**src/rtl/decode_ctrl.sv**
```systemverilog
// ---------------------------------------------------------------------------
// decode_ctrl -- frame sequencer for a Viterbi-style decoder.
//
// Walks each frame through the phases below:
//   ACS  : accept one symbol pair per handshake and write survivors at 0..len-1
//   SEL  : start the minimum-metric search and wait SEL_LAT cycles for it
//   TB   : trace back through survivor memory from len-1 down to 0
//   WAIT : keep traceback enabled until the decoder reports completion
//   DONE : one-cycle frame-complete pulse
//
// Optional feature: define DECODE_TIMEOUT_EN to abort a frame after 1023
// consecutive ACS cycles with no input symbol (o_err pulse, no o_done).
//
// Ports:
//   clk, rst        clock; asynchronous active-high reset
//   i_start         frame start request (only seen in IDLE)
//   i_frame_len     trellis steps in the frame, valid range 1..MAX_STEPS
//   i_in_valid      symbol pair available
//   o_in_ready      symbol pair accepted this cycle when i_in_valid is high
//   o_en_acs        add-compare-select / survivor write enable
//   o_wr_addr       survivor write address (step count)
//   o_en_sel        minimum-metric node-select enable (single pulse)
//   o_en_t          traceback enable
//   o_rd_addr       survivor read address
//   o_td_empty      final traceback step in progress
//   i_decoder_done  traceback complete (only seen in WAIT)
//   o_busy          frame in progress
//   o_done          frame-complete pulse
//   o_err           bad frame length or input-stall timeout pulse
// ---------------------------------------------------------------------------
module decode_ctrl #(
  parameter int MAX_STEPS = 96,
  parameter int SEL_LAT   = 2
) (
  input  logic       clk,
  input  logic       rst,
  input  logic       i_start,
  input  logic [7:0] i_frame_len,
  input  logic       i_in_valid,
  output logic       o_in_ready,
  output logic       o_en_acs,
  output logic [7:0] o_wr_addr,
  output logic       o_en_sel,
  output logic       o_en_t,
  output logic [7:0] o_rd_addr,
  output logic       o_td_empty,
  input  logic       i_decoder_done,
  output logic       o_busy,
  output logic       o_done,
  output logic       o_err
);

  localparam int         SEL_W   = (SEL_LAT > 1) ? $clog2(SEL_LAT) : 1;
  localparam logic [8:0] MAX_LEN = 9'(MAX_STEPS);

  typedef enum logic [2:0] {
    S_IDLE, S_ACS, S_SEL, S_TB, S_WAIT, S_DONE
  } state_t;

  state_t             r_state, w_state_next;
  logic [7:0]         r_len;
  logic [7:0]         r_step;
  logic [7:0]         r_rd_addr;
  logic [SEL_W-1:0]   r_sel_cnt;
  logic               r_err;
  logic               w_len_ok;
  logic               w_timeout;

  assign w_len_ok = (i_frame_len != 8'd0) && ({1'b0, i_frame_len} <= MAX_LEN);

`ifdef DECODE_TIMEOUT_EN
  logic [9:0] r_stall;

  // Fires on the 1023rd consecutive idle ACS cycle, i.e. as the count hits 1023.
  assign w_timeout = (r_state == S_ACS) && !i_in_valid && (r_stall == 10'd1022);

  always_ff @(posedge clk or posedge rst) begin
    if (rst) begin
      r_stall <= '0;
    end else if (r_state != S_ACS || i_in_valid) begin
      r_stall <= '0;
    end else begin
      r_stall <= r_stall + 10'd1;
    end
  end
`else
  assign w_timeout = 1'b0;
`endif

  // NOTE: every output gets a default before the case so no path leaves a
  // signal unassigned, which would otherwise infer a latch.
  always_comb begin
    w_state_next = r_state;
    o_in_ready   = 1'b0;
    o_en_acs     = 1'b0;
    o_wr_addr    = 8'd0;
    o_en_sel     = 1'b0;
    o_en_t       = 1'b0;
    o_rd_addr    = 8'd0;
    o_td_empty   = 1'b0;
    o_done       = 1'b0;
    unique case (r_state)
      S_IDLE: begin
        if (i_start && w_len_ok) w_state_next = S_ACS;
      end
      S_ACS: begin
        o_in_ready = 1'b1;
        o_en_acs   = i_in_valid;
        o_wr_addr  = r_step;
        if (w_timeout) begin
          w_state_next = S_IDLE;
        end else if (i_in_valid && (r_step == r_len - 8'd1)) begin
          w_state_next = S_SEL;
        end
      end
      S_SEL: begin
        o_en_sel = (r_sel_cnt == '0);
        if (r_sel_cnt == SEL_W'(SEL_LAT - 1)) w_state_next = S_TB;
      end
      S_TB: begin
        o_en_t     = 1'b1;
        o_rd_addr  = r_rd_addr;
        o_td_empty = (r_rd_addr == 8'd0);
        if (r_rd_addr == 8'd0) w_state_next = S_WAIT;
      end
      S_WAIT: begin
        o_en_t     = 1'b1;
        o_td_empty = 1'b1;
        if (i_decoder_done) w_state_next = S_DONE;
      end
      S_DONE: begin
        o_done       = 1'b1;
        w_state_next = S_IDLE;
      end
      default: w_state_next = S_IDLE;
    endcase
  end

  assign o_busy = (r_state != S_IDLE);
  assign o_err  = r_err;

  // NOTE: state is updated with non-blocking assignments so every register
  // samples pre-edge values; the asynchronous reset clears all of it,
  // including mid-frame, so no stale frame can complete after reset.
  always_ff @(posedge clk or posedge rst) begin
    if (rst) begin
      r_state   <= S_IDLE;
      r_len     <= 8'd0;
      r_step    <= 8'd0;
      r_rd_addr <= 8'd0;
      r_sel_cnt <= '0;
      r_err     <= 1'b0;
    end else begin
      r_state   <= w_state_next;
      r_err     <= ((r_state == S_IDLE) && i_start && !w_len_ok) || w_timeout;
      r_sel_cnt <= (r_state == S_SEL) ? r_sel_cnt + 1'b1 : '0;
      case (r_state)
        S_IDLE: begin
          if (i_start && w_len_ok) begin
            r_len  <= i_frame_len;
            r_step <= 8'd0;
          end
        end
        S_ACS: begin
          if (i_in_valid) r_step <= r_step + 8'd1;
        end
        // Preload the traceback start while the node search is running.
        S_SEL: r_rd_addr <= r_len - 8'd1;
        S_TB: begin
          if (r_rd_addr != 8'd0) r_rd_addr <= r_rd_addr - 8'd1;
        end
        default: ;
      endcase
    end
  end

endmodule

```
**config.mk**
```make
export PLATFORM = sky130hd
export DESIGN_NAME = decode_ctrl
export DESIGN_NICKNAME = d
export VERILOG_FILES = /design/src/rtl/decode_ctrl.sv
export SDC_FILE = /design/constraint.sdc
export NUM_CORES = 1
export LEC_CHECK = 0
export CAP_MARGIN = 20
export CORE_ASPECT_RATIO = 1.2
export CORE_MARGIN = 2
export CORE_UTILIZATION = 40
export CTS_BUF_LIST = sky130_fd_sc_hd__clkbuf_8
export DETAILED_ROUTE_END_ITERATION = 12
export GPL_ROUTABILITY_DRIVEN = 0
export GPL_TIMING_DRIVEN = 0
export PLACE_DENSITY_LB_ADDON = 0.12
export SLEW_MARGIN = 0
export SYNTH_ARGS = -nofsm -noshare
export SYNTH_HDL_FRONTEND = slang
export SYNTH_SLANG_ARGS = --single-unit
```
**constraint.sdc**
```tcl
create_clock -name clk -period 1.95 [get_ports clk]
set_clock_uncertainty 0.15 [all_clocks]
set_input_delay 0.39 -clock clk [delete_from_list [all_inputs] [get_ports clk]]
set_output_delay 0.39 -clock clk [all_outputs]
set_load 0.005 [all_outputs]
```
==> flow_summary.yaml <==
finish:
  fin_cells: 382
  mostFrequentLayoutCell: "buf_6"
  drive_above_1_share_pct: 56.8
  layout_common_cells: "buf_6 (47), buf_4 (43), dfrtp_1 (27)"
  area_delta_synth_final_pct: 86.4
  fin_nets: 340
  num_antenna_cells: 0
  area.sequential_um2: 728
  fill_cells: 302
  multi_input_area_um2: 1410
global_routing:
  grt_pass1_wl_mm: 9.72
  grt-ovfl-total: 0
  grt_antenna_before_repair: 0
  grt_max_degree: 20
  grt_pass1_vias: 1963
  track_usage_pct: 25.0
detailed_routing:
  dr_total_vias: 2129
  drc: 0
  dr.first_iter.drc_count: 129
  post_drt_wl_per_cell_um: 18.1
  wirelength_mm: 6.91
  vias_per_cell: 5.57
  antenna_left: 0
  dr.pass1.iters: 5
worst_setup_path:
  cp_cell_sequence: "buf_6 -> or3_4 -> or3_4 -> or3_1 -> or4_4 -> o311ai_2"
  crit_path_frequent_cell: "or3_4"
  crit_fanout: 3
  worst-endpoint-required_ns: 1.98
  slowest_delay_ns: 0.42
  cp_slowest_cell: "or4_4"
  end_kind: "register"
  critPathLaunchType: "register"
  crit_type: "register to register"
  critPathArrivalTime_ns: 2.36
cts:
  clk_pin_slew_ns: 0.06
  cts_buffers: 5
  cts_tree: "done"
  cts.sinks: 29
  clk_path_buf_depth: 2
  clock_latency_ns: 0.28
  root_buffer: "clkbuf_8"
  cts.htree.levels: 2
yosys:
  synth_enable_flop_cells: 0
  async_reset_ff_share_pct: 100
  yosysSeqAreaShare_pct: 39.2
  yosysWarnings: 0
  syn-num-nets: 225
  syn-cell-area_um2: 1850
  postSynthAreaPerCell_um2: 8.85
  ys_ff_latch: 29
  synth_ff_type: "dfrtp_1"
  yosysUniqueCellTypes: 45
  syn-instance-count: 209
power:
  seqPwrFrac_pct: 21.7
  comb_power_share_pct: 69.2
  vdd_drop_max_mv: 1.10
  power_switching_mw: 2.15
  p_leak_nw: 1.64
  powerDensity_nw_per_um2: 1570
  clkPwrFrac_pct: 9.1
  p_int_mw: 3.26
  p_sw_share_pct: 39.8
hold_path:
  hold_path.class: "input port to register"
timing:
  period_needed_ns: 2.33
  worst_slack_ns: -0.377
  max_freq_mhz: 430
  min_period_over_period_pct: 119
  slew_viol_final: 0
  setup_violations: 43
  max_slew.worst_pin.slew_ns: 0.611
  slew_headroom_pct: 59.2
  setup-tns-final_ns: -7.32
  hold_viol_final: 0
  rsz0062_at_grt: "yes"
die:
  io_pins: 37
  rows: 27
  die-area_um2: 5190
  die_w_um: 66.1
  start_util_pct: 40.9
  dieHeight_um: 78.5
  core-area_um2: 4530
run_status:
  outcome: "finished with violations"
  violations: "negative setup slack"
job:
  cap_viol_max_count: 0
place:
  io_buffers: 36
  dp_hpwl_mm: 3.30
  placed_cells: 304
==> worst paths after layout <==
check	slack, ns	endpoint	depth (start not counted)	from
min reg2reg	0.38	r_sel_cnt	1	r_sel_cnt
max in group asynchronous	0.81	r_len[3]	3	rst
min in group asynchronous	0.34	r_state[1]	2	rst
max	-0.38	r_rd_addr[7]	6	r_rd_addr[1]
max reg2reg	-0.38	r_rd_addr[7]	6	r_rd_addr[1]
min	0.19	r_len[4]	2	i_frame_len[4]
==> metrics by stage <==
step	hold WS (ns)	utilization, %	area (µm²)	total power [mW]	setup slack (ns)
global route	0.195	76.1	3450	5.71	-0.409
finish	0.194	76.1	3450	5.41	-0.377
CTS	0.185	68.9	3120	4.74	-0.343
floorplan	0.309	-	1880	2.31	-0.305
detailed placement	0.331	51.7	2340	2.93	-0.962
global placement	0.317	51.1	2310	2.91	-0.984
==> sequential cells by signal (all words and copies together), names as in the netlist <==
name / flops
r_rd_addr: 8
r_state: 3
o_err: 1
r_step: 8
r_len: 8
r_sel_cnt: 1
==> power groups by stage <==
| stage | logic [mW] | clock network, mW | registers [mW] |
|---|---|---|---|
| 6_report | 3.74 | 0.492 | 1.18 |
| 5_1_grt | 3.98 | 0.530 | 1.20 |
| 4_1_cts | 3.16 | 0.499 | 1.08 |
| 3_5_place_dp | 1.87 | 0 | 1.06 |
| 3_3_place_gp | 1.85 | 0 | 1.06 |
| 2_1_floorplan | 1.31 | 0 | 0.996 |
==> metal layers <==
| metal | global-route usage, % | routed length, µm |
|---|---|---|
| met1 | 29.7 | 2630 |
| met2 | 44.3 | 3660 |
| met3 | 4.73 | 325 |
| met4 | 8.78 | 295 |
| met5 | 0 | 0 |
==> cell type report <==
type | instances | area share [%]
Buffer | 4 | 1.20
Tap cell | 58 | 2.11
Timing Repair Buffer | 113 | 30.8
Sequential cell | 29 | 21.1
Multi-Input combinational cell | 159 | 40.9
Inverter | 12 | 1.38
Clock buffer | 6 | 2.40
Clock inverter | 1 | 0.109
==> synthesized netlist by cell type, drive strengths merged, types with 2 or more instances <==
cell type	instances	area [µm²]
inv	12	45.0
nand3	6	30.0
buf	3	21.3
ha	3	37.5
nor4	3	33.8
o21ai	12	60.1
o22ai	3	18.8
xnor2	11	96.3
o311ai	2	17.5
nand4	2	12.5
nand2b	2	12.5
a21o	4	30.0
or3	4	30.0
clkbuf	6	22.5
nand2	24	90.1
nand3b	3	22.5
a21oi	6	30.0
a22oi	2	15.0
or4	2	15.0
xor2	8	70.1
nor3	7	35.0
mux2	4	45.0
nor2	18	67.6
a22o	2	17.5
and2	10	62.6
a2bb2oi	2	17.5
dfrtp	29	726
nor3b	5	37.5
==> repair_timing <==
item / in CTS / in global routing
setup buffers: 59 / 21
gates cloned: 3 / 0
hold buffers: 0 / 0
resized for setup: 183 / 71
setup endpoints to repair: 51 / 49
pin swaps: 16 / 14
==> cells by family after synthesis <==
group | Yosys count | synth area share [%]
simple gates | 92 | 27.0
buf+inv | 21 | 4.80
fa+ha+maj | 3 | 2.03
xor+xnor | 20 | 10.2
mux | 4 | 2.44
compound gates | 40 | 14.3
flops | 29 | 39.2
==> critical path: cells and delay by family (launching register included) <==
family / cells / cell delay (ns)
compound gates: 1 / 0.09
buf+inv: 1 / 0.12
simple gates: 4 / 1.47
flops: 1 / 0.39
Power figures use the tool's default switching activity.
